### src/rtl/fetch_unit_pkg.sv
// Shared fetch-stage widths, reset PC and instruction field positions.
// Imported by the fetch unit, its IF/ID register, the bus interface and downstream decode.
package fetch_unit_pkg;

    localparam int ADDR_W  = 8;
    localparam int INSTR_W = 32;

    typedef logic [ADDR_W-1:0]  addr_t;
    typedef logic [INSTR_W-1:0] instr_t;

    localparam addr_t  RESET_PC  = '0;
    localparam instr_t NOP_INSTR = 32'h0;

    localparam int OPCODE_MSB = 31;
    localparam int OPCODE_LSB = 28;

    function automatic logic [OPCODE_MSB-OPCODE_LSB:0] opcode_of(input instr_t instr);
        return instr[OPCODE_MSB:OPCODE_LSB];
    endfunction

endpackage

### src/rtl/fetch_unit_if.sv
// Fetch-stage bus: stall/flush controls, instruction memory link and IF/ID outputs.
// master = fetch unit, slave = surrounding pipeline and instruction memory.
interface fetch_unit_if;

    logic                   stall;
    logic                   flush;
    fetch_unit_pkg::addr_t  branch_target;
    fetch_unit_pkg::addr_t  imem_addr;
    fetch_unit_pkg::instr_t imem_data;
    logic                   if_valid;
    fetch_unit_pkg::instr_t if_instr;
    fetch_unit_pkg::addr_t  if_pc;

    modport master (
        input  stall, flush, branch_target, imem_data,
        output imem_addr, if_valid, if_instr, if_pc
    );

    modport slave (
        output stall, flush, branch_target, imem_data,
        input  imem_addr, if_valid, if_instr, if_pc
    );

endinterface

### src/rtl/fetch_unit_if_id_reg.sv
// IF/ID pipeline register: latches fetched word and PC on load, holds otherwise.
// Latency 1 edge; squash clears only valid, leaving instr/pc as don't-care.
module if_id_reg
    import fetch_unit_pkg::*;
(
    input  logic   clock,
    input  logic   reset,
    input  logic   load,
    input  logic   squash,
    input  logic   in_valid,
    input  instr_t in_instr,
    input  addr_t  in_pc,
    output logic   valid,
    output instr_t instr,
    output addr_t  pc
);

    always_ff @(posedge clock or negedge reset) begin
        if (!reset) begin
            valid <= 1'b0;
            instr <= NOP_INSTR;
            pc    <= '0;
        end else if (squash) begin
            valid <= 1'b0;
        end else if (load) begin
            valid <= in_valid;
            instr <= in_instr;
            pc    <= in_pc;
        end
    end

endmodule

### src/rtl/fetch_unit.sv
// Fetch stage: owns the PC, drives instruction memory and pairs each word with its PC.
// Latency 2 edges addr->IF/ID; stall holds all state, flush redirects and squashes IF/ID.
module fetch_unit
    import fetch_unit_pkg::*;
(
    input  logic         clock,
    input  logic         reset,
    fetch_unit_if.master bus
);

    addr_t pc;
    addr_t req_pc;
    logic  req_valid;
    logic  load;

    // On stall the memory re-reads req_pc so imem_data keeps the in-flight word.
    assign bus.imem_addr = bus.flush ? bus.branch_target :
                           bus.stall ? req_pc : pc;

    assign load = !bus.stall && !bus.flush;

    always_ff @(posedge clock or negedge reset) begin
        if (!reset) begin
            pc        <= RESET_PC;
            req_pc    <= '0;
            req_valid <= 1'b0;
        end else if (bus.flush) begin
            pc        <= bus.branch_target + addr_t'(1);
            req_pc    <= bus.branch_target;
            req_valid <= 1'b1;
        end else if (!bus.stall) begin
            pc        <= pc + addr_t'(1);
            req_pc    <= pc;
            req_valid <= 1'b1;
        end
    end

    if_id_reg u_if_id (
        .clock    (clock),
        .reset    (reset),
        .load     (load),
        .squash   (bus.flush),
        .in_valid (req_valid),
        .in_instr (bus.imem_data),
        .in_pc    (req_pc),
        .valid    (bus.if_valid),
        .instr    (bus.if_instr),
        .pc       (bus.if_pc)
    );

endmodule

### src/flat_wrapper.sv
// flat-port wrapper written by rule: the top's interface ports become plain ports
module fetch_unit_flat import fetch_unit_pkg::*;
  (clock, reset, bus_stall, bus_flush, bus_branch_target, bus_imem_data, bus_imem_addr, bus_if_valid, bus_if_instr, bus_if_pc);
  fetch_unit_if bus_i ();
  input  logic clock;
  input  logic reset;
  input wire logic [$bits(bus_i.stall)-1:0] bus_stall;
  input wire logic [$bits(bus_i.flush)-1:0] bus_flush;
  input wire logic [$bits(bus_i.branch_target)-1:0] bus_branch_target;
  input wire logic [$bits(bus_i.imem_data)-1:0] bus_imem_data;
  output wire logic [$bits(bus_i.imem_addr)-1:0] bus_imem_addr;
  output wire logic [$bits(bus_i.if_valid)-1:0] bus_if_valid;
  output wire logic [$bits(bus_i.if_instr)-1:0] bus_if_instr;
  output wire logic [$bits(bus_i.if_pc)-1:0] bus_if_pc;
  assign bus_i.stall = bus_stall;
  assign bus_i.flush = bus_flush;
  assign bus_i.branch_target = bus_branch_target;
  assign bus_i.imem_data = bus_imem_data;
  assign bus_imem_addr = bus_i.imem_addr;
  assign bus_if_valid = bus_i.if_valid;
  assign bus_if_instr = bus_i.if_instr;
  assign bus_if_pc = bus_i.if_pc;
  fetch_unit u_core (.clock(clock), .reset(reset), .bus(bus_i));
endmodule
### config.mk
export PLATFORM = sky130hd
export DESIGN_NAME = fetch_unit_flat
export DESIGN_NICKNAME = d
export VERILOG_FILES = /design/src/rtl/fetch_unit_pkg.sv /design/src/rtl/fetch_unit_if.sv /design/src/rtl/fetch_unit_if_id_reg.sv /design/src/rtl/fetch_unit.sv /design/src/flat_wrapper.sv
export SDC_FILE = /design/constraint.sdc
export NUM_CORES = 1
export LEC_CHECK = 0
export BUFFER_PORTS_ARGS = -buffer_cell sky130_fd_sc_hd__buf_4
export CAP_MARGIN = 20
export CORE_UTILIZATION = 55
export CTS_BUF_LIST = sky130_fd_sc_hd__clkbuf_4
export CTS_CLUSTER_SIZE = 10
export DETAILED_ROUTE_END_ITERATION = 8
export GPL_TIMING_DRIVEN = 0
export PLACE_DENSITY = 0.89
export RECOVER_POWER = 25
export REMOVE_ABC_BUFFERS = 1
export SLEW_MARGIN = 20
export SYNTH_ARGS = -nofsm -noshare
export SYNTH_HDL_FRONTEND = slang
export SYNTH_SLANG_ARGS = --single-unit
### constraint.sdc
create_clock -name clock -period 2.54 [get_ports clock]
set_input_delay 0.635 -clock clock [delete_from_list [all_inputs] [get_ports clock]]
set_output_delay 0.635 -clock clock [all_outputs]
set_load 0.05 [all_outputs]
# Yosys cells after proc, flatten, opt, wreduce, memory -nomap -nowiden
# Cells that the tools add are included.
totals:
  ff_bits: 58
  input_bits: 44
  output_inout_bits: 49
  word_cells: 23
op_classes:
  n_addsub: 2
  eq_ne: 1
  n_mux: 8
  bitwise: 1
  n_reduce_logical: 5
ops:
  columns: ["cell", "n"]
  rows:
  - ["2-to-1 mux 8 bit", 4]
  - ["adder 8 x 1 -> 8 bit (second input constant)", 2]
  - ["2-to-1 mux 1 bit", 4]
  - ["zero test 1 bit", 2]
  - ["inequality test 2 x 1 -> 1 bit (second input constant)", 1]
  - ["AND reduction 2 bit", 1]
  - ["nonzero test 2 bit", 1]
  - ["logical AND 1 bit", 1]
  - ["inverter 1 bit", 1]

# Longest topological paths before layout
# Gate-level depths: netlist of run 1.
logic_depth:
  word_depth: 4
  mapped_depth: 9

# By module
# From an unflattened synthesis of run 1, not the netlist that was laid out.
unflattened:
  cells_unflattened: 189
  area_unflattened_um2: 2605.0
modules_own_cells:
  columns: ["module", "n_inst", "cells_per_inst", "area_each_um2"]
  rows:
  - ["if_id_reg", 1, 88, 1554.0]
  - ["fetch_unit", 1, 101, 1051.0]

# Worst setup path after synthesis of run 1
# Ideal clock, no wire load.
synth_timing:
  kind: "input-to-output"
  from: "in bus_stall"
  to: "out bus_imem_addr[1]"
  t_arrival_ps: 2379
  t_required_ps: 1905
  slack_ps: -474
  cell_stages: 4
  path_buffers: 2
  cell_sequence: "clkbuf_1 buf_2 mux2i_1 o21ai_0"
synth_via:
  elab_chain_cells: 2
synth_rtl:
  columns: ["item", "line_no", "source"]
  rows:
  - ["start: declaration", "flat_wrapper.sv:7", "input wire logic [$bits(bus_i.stall)-1:0] bus_stall;"]
  - ["2-to-1 mux 8 bit", null, null]
  - ["2-to-1 mux 8 bit", "fetch_unit.sv:17", "assign bus.imem_addr = bus.flush ? bus.branch_target :"]
  - ["end: declaration", "flat_wrapper.sv:11", "output wire logic [$bits(bus_i.imem_addr)-1:0] bus_imem_addr;"]
# No other way between the ends.

# Worst setup path in the final report of run 1
layout_timing:
  from: "in bus_stall"
  to: "out bus_imem_addr[3]"
# Same word-level chain as after synthesis.

==> flow_summary.json, run 1 <==
{
  "status": "complete, no violations",
  "path_max_fanout": 18,
  "row_count": 24,
  "switching_share": 0.383,
  "dp_hpwl_mm": 3.85,
  "synth.most_common_cell": "dfrtp_1",
  "fin_crit_sh": 0.844,
  "worstReg2RegStart": "u_core.pc[0]$_DFFE_PN0P_",
  "setup_ws_ps": 395,
  "ys_seq_elements": 58,
  "synth_flop_cell": "dfrtp_1",
  "drv_slew": 0,
  "synth_enable_flop_cells": 0,
  "routed_wirelength_mm": 5.25,
  "ys_types": 25,
  "max_freq_mhz": 466,
  "cts_buffers": 9,
  "grt_antenna_before_repair": 0,
  "holdBufCountCts": 0,
  "yosys.area.top_type": "dfrtp_1",
  "synthArstFlopShare": 1.00,
  "wire_per_inst_um": 15.6,
  "vias": 1799,
  "worstHoldEndpoint": "u_core.req_valid$_DFFE_PN0P_",
  "htree_levels": 3,
  "required_ps": 1900,
  "grt.total_usage": 0.233,
  "cts_tree": "built",
  "cp.arrival_ps": 1510,
  "vias_per_cell": 5.34,
  "slew_headroom": 0.0757,
  "first_pass_iters": 4,
  "die_height_um": 69.4,
  "hold_path_depth": 1,
  "worstSetupEndpointType": "output pin",
  "final_nets": 325,
  "clk_pin_slew_ps": 90,
  "fillers": 296,
  "rsz0062_at_grt": "no",
  "min_period_ps": 2140,
  "grt_pass1_wl_mm": 8.69,
  "p_per_area_nw_per_um2": 784,
  "antennaDiodeCount": 0,
  "ir_worst_vdd_uv": 385,
  "setup_viol": 0,
  "start_kind": "primary input",
  "numPortBuffers": 92,
  "synth.area.top_cells": "dfrtp_1, mux2_2, mux2i_1",
  "ant_nets": 0,
  "clock-skew-final_ps": 10.1,
  "p_comb_frac": 0.359,
  "path_class": "in2out",
  "dr.first_iter.drc_count": 73,
  "leakage_nw": 1.59,
  "synth_common_cells": "dfrtp_1, mux2_2, mux2i_1",
  "clk_path_buf_depth": 2,
  "die_w_um": 69.4,
  "cts_resized": 0,
  "num_io_pins": 93,
  "hold_path.class": "reg2reg",
  "rrSetupSlack_ps": 1020,
  "p_int_mw": 1.62,
  "reg2reg_to": "u_core.pc[4]$_DFFE_PN0P_",
  "cts_sinks": 58,
  "p_total_mw": 2.63,
  "seqPwrFrac": 0.439,
  "final_hold_viol_count": 0,
  "synth-warning-count": 0,
  "grt_max_degree": 59,
  "yosysTopAreaCellShare": 0.582,
  "grt_pass1_vias": 1753,
  "r2r_cells": 5,
  "finalInstanceArea_sq_um": 3350,
  "die_area_sq_um": 4810,
  "worst_pin_slew_ps": 1390,
  "clk_latency_ps": 370,
  "p_sw_mw": 1.01,
  "post-route-util": 0.770,
  "maxCapViolCount": 0,
  "syn_area_per_cell_sq_um": 13.5,
  "areaGrowthSynthToFinish_pct": 34.3,
  "core_area_sq_um": 4350,
  "post-place-ws_ps": 362,
  "netlist_area_sq_um": 2490,
  "drive_gt1_frac": 0.544,
  "yosysSeqAreaShare": 0.582,
  "grt_overflow": 0,
  "drc_errors": 0,
  "power.share.clock": 0.202,
  "postCtsSetupRepairBufs": 0,
  "hold_start": "u_core.req_valid$_DFFE_PN0P_",
  "gp_congestion": 0.836,
  "post_dp_cell_area_sq_um": 3240,
  "start_util": 0.573,
  "cts_root_buf": "clkbuf_4",
  "syn_inst": 185
}
## how the worst max path moves through the flow
stage / to / from / cells past startpoint
after floorplan: u_core.pc[6]$_DFFE_PN0P_ / bus_stall / 4
after global placement: u_core.pc[6]$_DFFE_PN0P_ / bus_flush / 5
after detailed placement: u_core.u_if_id.instr[1]$_DFFE_PN0P_ / bus_flush / 4
after CTS: bus_imem_addr[1] / bus_stall / 4
after global routing: bus_imem_addr[3] / u_core.pc[3]$_DFFE_PN0P_ / 4
final: bus_imem_addr[3] / bus_stall / 5
## final cells by class
| type | instances | area (sq um) | share of cell area |
|---|---|---|---|
| well taps | 52 | 65.1 | 0.0194 |
| repair buffers | 93 | 716 | 0.214 |
| inverters | 2 | 7.51 | 0.00224 |
| multi-input cells | 116 | 1000 | 0.299 |
| flip-flops and latches | 58 | 1450 | 0.433 |
| clock inverters | 4 | 18.8 | 0.00560 |
| clock buffers | 12 | 90.1 | 0.0269 |
## power by group through the flow
| stage | registers, mW | logic [mW] | clock network [mW] |
|---|---|---|---|
| 6_report | 1.15 | 0.943 | 0.531 |
| 5_1_grt | 1.17 | 0.986 | 0.599 |
| 3_3_place_gp | 1.16 | 0.928 | 0 |
| 4_1_cts | 1.15 | 0.950 | 0.549 |
| 2_1_floorplan | 1.52 | 0.253 | 0 |
| 3_5_place_dp | 1.17 | 0.949 | 0 |
## kinds of logic after synthesis
| logic type | count (synthesis) | share of synthesized area |
|---|---|---|
| and+or+nand+nor | 31 | 0.0712 |
| adders and majority gates | 1 | 0.00501 |
| muxes | 54 | 0.238 |
| DFF | 58 | 0.582 |
| xor gates and xnor gates | 13 | 0.0456 |
| AOI/OAI and AO/OA | 17 | 0.0391 |
| buffers and inverters | 11 | 0.0196 |
## layer usage
metal  track usage  routed length [um]
met4        0.0408                  25
met3        0.0698                 341
met5             0                   0
met1         0.317                2330
met2         0.379                2550
## worst max-delay path, stage by stage
cell and delay [ps]:
buf_4 200, nor2b_1 160, a21oi_1 50, o21ai_0 210, buf_4 250
## through the flow
step | std cells | hold WS [ps] | TNS, ps
floorplan | 176 | 339 | -15100
global placement | 320 | 459 | -56150
detailed placement | 321 | 463 | 0
CTS | 337 | 318 | 0
global route | 337 | 446 | 0
finish | 337 | 492 | 0
## state kept, by name, summed over array words and instances (netlist names)
signal / cells
u_core.pc: 8
u_core.req_pc: 8
u_core.req_valid: 1
u_core.u_if_id.instr: 32
u_core.u_if_id.pc: 8
u_core.u_if_id.valid: 1
## cell usage in the layout, fill, tap and decap left out
cell	Yosys	layout
nor2_4	0	1
dfrtp_1	58	58
xnor2_1	7	7
buf_4	0	91
and3_1	2	2
inv_1	2	2
nand3b_1	1	1
o21ai_0	9	9
nor3_1	1	1
nor2b_1	2	2
o21bai_1	1	1
mux2i_1	12	12
clkinv_1	0	1
nand4b_4	1	1
mux2_2	42	42
nand2b_1	3	3
a2111oi_2	1	1
a21oi_1	6	6
clkbuf_2	0	1
clkinv_2	0	3
nand4_2	1	1
ha_1	1	1
clkbuf_4	0	12
xor2_1	6	6
buf_16	0	1
nand2_1	10	10
nor2_1	4	3
or2_2	1	1
nand3_1	4	4
nand4_1	1	1
Note: power is estimated with default switching activity, not from simulation.
==> run 2: changes to the inputs <==
--- a/config.mk
+++ b/config.mk
@@ -7,12 +7,12 @@
 export LEC_CHECK = 0
 export BUFFER_PORTS_ARGS = -buffer_cell sky130_fd_sc_hd__buf_4
 export CAP_MARGIN = 20
-export CORE_UTILIZATION = 55
+export CORE_UTILIZATION = 51
 export CTS_BUF_LIST = sky130_fd_sc_hd__clkbuf_4
 export CTS_CLUSTER_SIZE = 10
 export DETAILED_ROUTE_END_ITERATION = 8
 export GPL_TIMING_DRIVEN = 0
-export PLACE_DENSITY = 0.89
+export PLACE_DENSITY = 0.83
 export RECOVER_POWER = 25
 export REMOVE_ABC_BUFFERS = 1
 export SLEW_MARGIN = 20
==> constraint.sdc (replaced) <==
create_clock -name clock -period 1.98 [get_ports clock]
set_input_delay 0.495 -clock clock [delete_from_list [all_inputs] [get_ports clock]]
set_output_delay 0.495 -clock clock [all_outputs]
set_load 0.05 [all_outputs]
==> run 2 against run 1 <==
- critical path depth fell by 2
- non-clock buffer count rose by 1
- first-iteration DRC count down 18%
- highest routed layer unchanged
- largest cell class unchanged
- clock-buffer cell count fell by 2
- global-route usage decreased by 3.2 points
- total power grew 38%
- sequential power increased by 28%
- hold slack lost 160 ps
- core utilization shrank 4.3 points
- clock power is 76% higher
- final cell count rose by 4.7%
- via count down 1.8%
==> flow_summary.json, run 2 (same netlist as run 1, synthesis figures left out) <==
{
  "status": "complete, no violations",
  "grt_overflow": 0,
  "slowest_stage": "dfrtp_1",
  "ir_worst_vdd_uv": 739,
  "fillers": 333,
  "worstSetupEndpointType": "output pin",
  "htree_levels": 3,
  "drive_gt1_frac": 0.552,
  "vias_per_cell": 5.00,
  "wl_met3_um": 364,
  "leakage_nw": 1.61,
  "grt_max_degree": 59,
  "path_max_fanout": 5,
  "top_register": "u_core.u_if_id.instr",
  "dp_hpwl_mm": 3.46,
  "slew_headroom": 0.0798,
  "cts_buffers": 9,
  "cts_tree": "built",
  "grt_antenna_before_repair": 0,
  "worst_pin_slew_ps": 1380,
  "holdBufCountCts": 0,
  "cp.arrival_ps": 1360,
  "first_pass_iters": 4,
  "crit_path_max_incr_delay_ps": 440,
  "drv_slew": 0,
  "crit_buf_inv": 1,
  "ant_nets": 0,
  "path_class": "reg2out",
  "numPortBuffers": 92,
  "drc_errors": 0,
  "start_kind": "register",
  "drt-met1-wl_mm": 2.15,
  "cts_root_buf": "clkbuf_4",
  "clock-skew-final_ps": 8.19,
  "antennaDiodeCount": 0,
  "p_per_area_nw_per_um2": 1050,
  "grt_pass1_vias": 1728,
  "maxUsedRoutingLayer": "met4",
  "gp_congestion": 0.844,
  "start_util": 0.528,
  "core_area_sq_um": 4720,
  "finalNonFillerCells": 353,
  "maxCapViolCount": 0,
  "clk_pin_slew_ps": 100,
  "crit_chain": "mux2i_1 -> o21ai_0 -> buf_4",
  "grt.total_usage": 0.202,
  "vias": 1766,
  "die_area_sq_um": 5180,
  "clk_path_buf_depth": 2,
  "num_io_pins": 93,
  "hold_path.class": "in2reg",
  "max_freq_mhz": 539,
  "layout_common_cells": "buf_4, dfrtp_1, mux2_2",
  "dr.first_iter.drc_count": 60,
  "post-route-util": 0.727,
  "met2_length_mm": 2.27,
  "clk_latency_ps": 390,
  "dp.cells": 336,
  "final_nets": 326,
  "wire_per_inst_um": 13.8,
  "layout_commonest_cell": "buf_4",
  "fin_crit_sh": 0.937,
  "crit_family": "flip-flops",
  "cts_sinks": 58,
  "die_w_um": 71.9,
  "rsz0062_at_grt": "no",
  "row_count": 25,
  "required_ps": 1480,
  "die_height_um": 71.9,
  "areaGrowthSynthToFinish_pct": 37.6,
  "final_hold_viol_count": 0,
  "grt_pass1_wl_mm": 7.82,
  "routed_wirelength_mm": 4.88,
  "setup_viol": 0,
  "min_period_ps": 1860,
  "largest_reg_flops": 32
}
-- run 2: per-layer routing --
metal / GRT usage / vias to the layer above
met5: 0 / -
met4: 0.107 / 0
met3: 0.0611 / 8
met2: 0.317 / 82
met1: 0.253 / 828
li1: - / 848
-- run 2: path summary, 6_finish.rpt --
path                                               from                             endpoint  slack [ps]  cells past startpoint
max in group asynchronous                         reset             u_core.pc[2]$_DFFE_PN0P_         650                      1
max reg2reg                    u_core.pc[1]$_DFFE_PN0P_             u_core.pc[6]$_DFFE_PN0P_         500                      6
max                            u_core.pc[4]$_DFFE_PN0P_                     bus_imem_addr[4]         120                      3
min in group asynchronous                         reset             u_core.pc[7]$_DFFE_PN0P_         410                      1
min reg2reg                u_core.req_valid$_DFFE_PN0P_         u_core.req_valid$_DFFE_PN0P_         490                      1
min                                    bus_imem_data[7]  u_core.u_if_id.instr[7]$_DFFE_PN0P_         330                      2
-- run 2: where the power goes --
group | leakage, nW | internal [mW] | switching [mW]
combinational | 0.846 | 0.435 | 0.782
clock | 0.0838 | 0.518 | 0.415
sequential | 0.682 | 1.36 | 0.110
-- run 2: metrics by stage --
step / power (mW) / worst slack (ps) / cell area, sq um / hold WS (ps) / TNS, ps
2_1_floorplan: 2.28 / -875 / 2450 / 199 / -34110
3_3_place_gp: 2.68 / -1960 / 3230 / 461 / -73760
3_5_place_dp: 2.71 / 11.3 / 3260 / 464 / 0
4_1_cts: 3.66 / 55.9 / 3430 / 155 / 0
5_1_grt: 3.79 / 29.6 / 3430 / 296 / 0
6_report: 3.62 / 124 / 3430 / 332 / 0
-- run 2: repair_timing --
action,CTS,global route
setup buffers,1,0
hold endpoints to repair,0,0
setup endpoints to repair,1,3
pin swaps,0,0
resized for setup,2,3
cloned,0,0
-- run 2: worst reg2reg max path, stage by stage, from the launching register on --
cell and delay [ps]:
dfrtp_1 430, inv_1 70, o21ai_0 190, ha_1 300, nand4_1 140, xor2_1 160, mux2i_1 80
-- run 2: area by class of cell --
cell class,count,area [sq um],area share
Sequential cell,58,1450,0.423
Multi-Input combinational cell,116,1010,0.293
Timing Repair Buffer,94,727,0.212
Tap cell,67,83.8,0.0244
Clock inverter,6,81.3,0.0237
Clock buffer,10,75.1,0.0219
Inverter,2,7.51,0.00219
==> run 3: changes to the inputs <==
--- a/config.mk
+++ b/config.mk
@@ -11,7 +11,6 @@
 export CTS_BUF_LIST = sky130_fd_sc_hd__clkbuf_4
 export CTS_CLUSTER_SIZE = 10
 export DETAILED_ROUTE_END_ITERATION = 8
-export GPL_TIMING_DRIVEN = 0
 export PLACE_DENSITY = 0.83
 export RECOVER_POWER = 25
 export REMOVE_ABC_BUFFERS = 1
==> run 3 against run 2 <==
- sequential share of layout area is 0.65 points lower
- sequential power hardly changed
- critical endpoint is now bus_imem_addr[3]
- via count rose by 0.11%
- clock-buffer cell count unchanged
- routed wire length is 0.23% higher
- combinational power about the same
- first-iteration DRC count up 33%
- global-route usage up 0.19 points
- non-clock buffer count is 4 higher
- clock power is 16% higher
- die area is the same
- largest cell class unchanged
==> flow_summary.json, run 3 (same netlist as run 1, synthesis figures left out) <==
{
  "status": "complete, no violations",
  "hold_path.class": "in2reg",
  "clk_pin_slew_ps": 100,
  "multiInputGateArea_sq_um": 1000,
  "die_w_um": 71.9,
  "post_dp_cell_area_sq_um": 3290,
  "grt_antenna_before_repair": 0,
  "grt_util_met3": 0.0528,
  "min_period_ps": 1880,
  "p_per_area_nw_per_um2": 1080,
  "crit_family": "flip-flops",
  "use_met2": 0.308,
  "vias": 1768,
  "path_class": "reg2out",
  "grtUsageMet1": 0.271,
  "grt_overflow": 0,
  "grt_max_degree": 59,
  "dp_hpwl_mm": 3.54,
  "maxCapViolCount": 0,
  "layout_common_cells": "buf_4, dfrtp_1, mux2_2",
  "rrSetupSlack_ps": 510,
  "worst_pin_slew_ps": 1370,
  "antennaDiodeCount": 0,
  "cts_buffers": 9,
  "start_kind": "register",
  "worst_hold_slack_ps": 332,
  "crit_path_max_incr_delay_ps": 410,
  "max_freq_mhz": 531,
  "final_hold_viol_count": 0,
  "finalInstanceArea_sq_um": 3490,
  "worstHoldEndpoint": "u_core.u_if_id.instr[23]$_DFFE_PN0P_",
  "setup_viol": 0,
  "grt_pass1_wl_mm": 7.81,
  "grt_pass1_vias": 1649,
  "grt.total_usage": 0.204,
  "layout_commonest_cell": "buf_4",
  "worstReg2RegStart": "u_core.pc[1]$_DFFE_PN0P_",
  "largest_reg_flops": 32,
  "required_ps": 1480,
  "top_usage_layer": "met2",
  "cts_tree": "built",
  "crit_buf_inv": 1,
  "vias_per_cell": 4.95,
  "drive_gt1_frac": 0.562,
  "worstSetupEndpointType": "output pin",
  "core_area_sq_um": 4720,
  "areaGrowthSynthToFinish_pct": 39.8,
  "path_max_fanout": 3,
  "clk_latency_ps": 390,
  "reg2reg_to": "u_core.pc[6]$_DFFE_PN0P_",
  "ir_worst_vdd_uv": 651,
  "clk_path_buf_depth": 2,
  "final_nets": 330,
  "num_io_pins": 93,
  "numPortBuffers": 92,
  "hold_path_depth": 2,
  "drv_slew": 0,
  "cts_sinks": 58,
  "clock-skew-final_ps": 8.76,
  "dr.first_iter.drc_count": 80,
  "gp_congestion": 0.768,
  "drc_errors": 0,
  "htree_levels": 3,
  "rsz0062_at_grt": "no",
  "row_count": 25,
  "fillers": 334,
  "die_area_sq_um": 5180,
  "slowest_stage": "dfrtp_1",
  "routed_wirelength_mm": 4.89,
  "crit_chain": "nor2b_2 -> a21oi_1 -> o21ai_1 -> buf_4",
  "wire_per_inst_um": 13.7,
  "die_height_um": 71.9,
  "cp.arrival_ps": 1390,
  "cts_root_buf": "clkbuf_4",
  "slew_headroom": 0.0846,
  "leakage_nw": 1.65,
  "start_util": 0.528,
  "post-route-util": 0.738,
  "hold_start": "bus_imem_data[23]",
  "first_pass_iters": 4,
  "ant_nets": 0,
  "top_register": "u_core.u_if_id.instr",
  "fin_crit_sh": 0.951,
  "r2r_cells": 6,
  "regArea_sq_um": 1450
}
## run 3: how the worst max path moves through the flow
stage | from | endpoint | slack [ps] | cells past startpoint
floorplan | bus_stall | u_core.pc[6]$_DFFE_PN0P_ | -880 | 4
global placement | bus_stall | bus_imem_addr[3] | 120 | 5
detailed placement | bus_flush | u_core.pc[6]$_DFFE_PN0P_ | 80 | 6
CTS | u_core.pc[3]$_DFFE_PN0P_ | bus_imem_addr[3] | 6 | 4
global route | u_core.pc[3]$_DFFE_PN0P_ | bus_imem_addr[3] | 4 | 4
finish | u_core.pc[3]$_DFFE_PN0P_ | bus_imem_addr[3] | 100 | 4
## run 3: worst register-to-register path, delay by kind of cell, from the launching register on
kind	cells	cell delay (ps)
DFF	1	440
muxes	1	130
buffers and inverters	1	70
and+or+nand+nor	1	140
xor gates and xnor gates	1	160
adders and majority gates	1	300
AOI/OAI and AO/OA	1	170
## run 3: through the flow
step / instances / setup TNS [ps] / worst slack, ps / power (mW)
global placement: 339 / 0 / 124 / 2.70
detailed placement: 339 / 0 / 79.8 / 2.72
finish: 357 / 0 / 97.8 / 3.77
floorplan: 176 / -34110 / -875 / 2.28
global route: 357 / 0 / 3.85 / 3.93
CTS: 355 / 0 / 5.54 / 3.79
## run 3: cell type report
| type | instances | share of cell area |
|---|---|---|
| clock buffer | 10 | 0.0215 |
| inverter | 2 | 0.00215 |
| timing repair buffer | 98 | 0.217 |
| clock inverter | 6 | 0.0301 |
| tap | 67 | 0.0240 |
| multi-input combinational | 116 | 0.288 |
| sequential | 58 | 0.417 |
## run 3: timing repair
action / in CTS / in global routing
hold buffers: 0 / 0
gates resized for setup: 1 / 3
setup endpoints to repair: 1 / 3
setup buffers: 0 / 2
## run 3: where the power goes
group          internal (mW)  switching, mW  total, mW
registers               1.36          0.111       1.47
logic                  0.441          0.781       1.22
clock network          0.648          0.429       1.08
## run 3: per-layer routing
metal / part of all wire / routed length, um / up-vias
met5: 0 / 0 / -
met4: 0.017 / 85 / 0
met3: 0.063 / 309 / 9
met2: 0.45 / 2210 / 73
met1: 0.47 / 2280 / 837
li1: - / - / 849
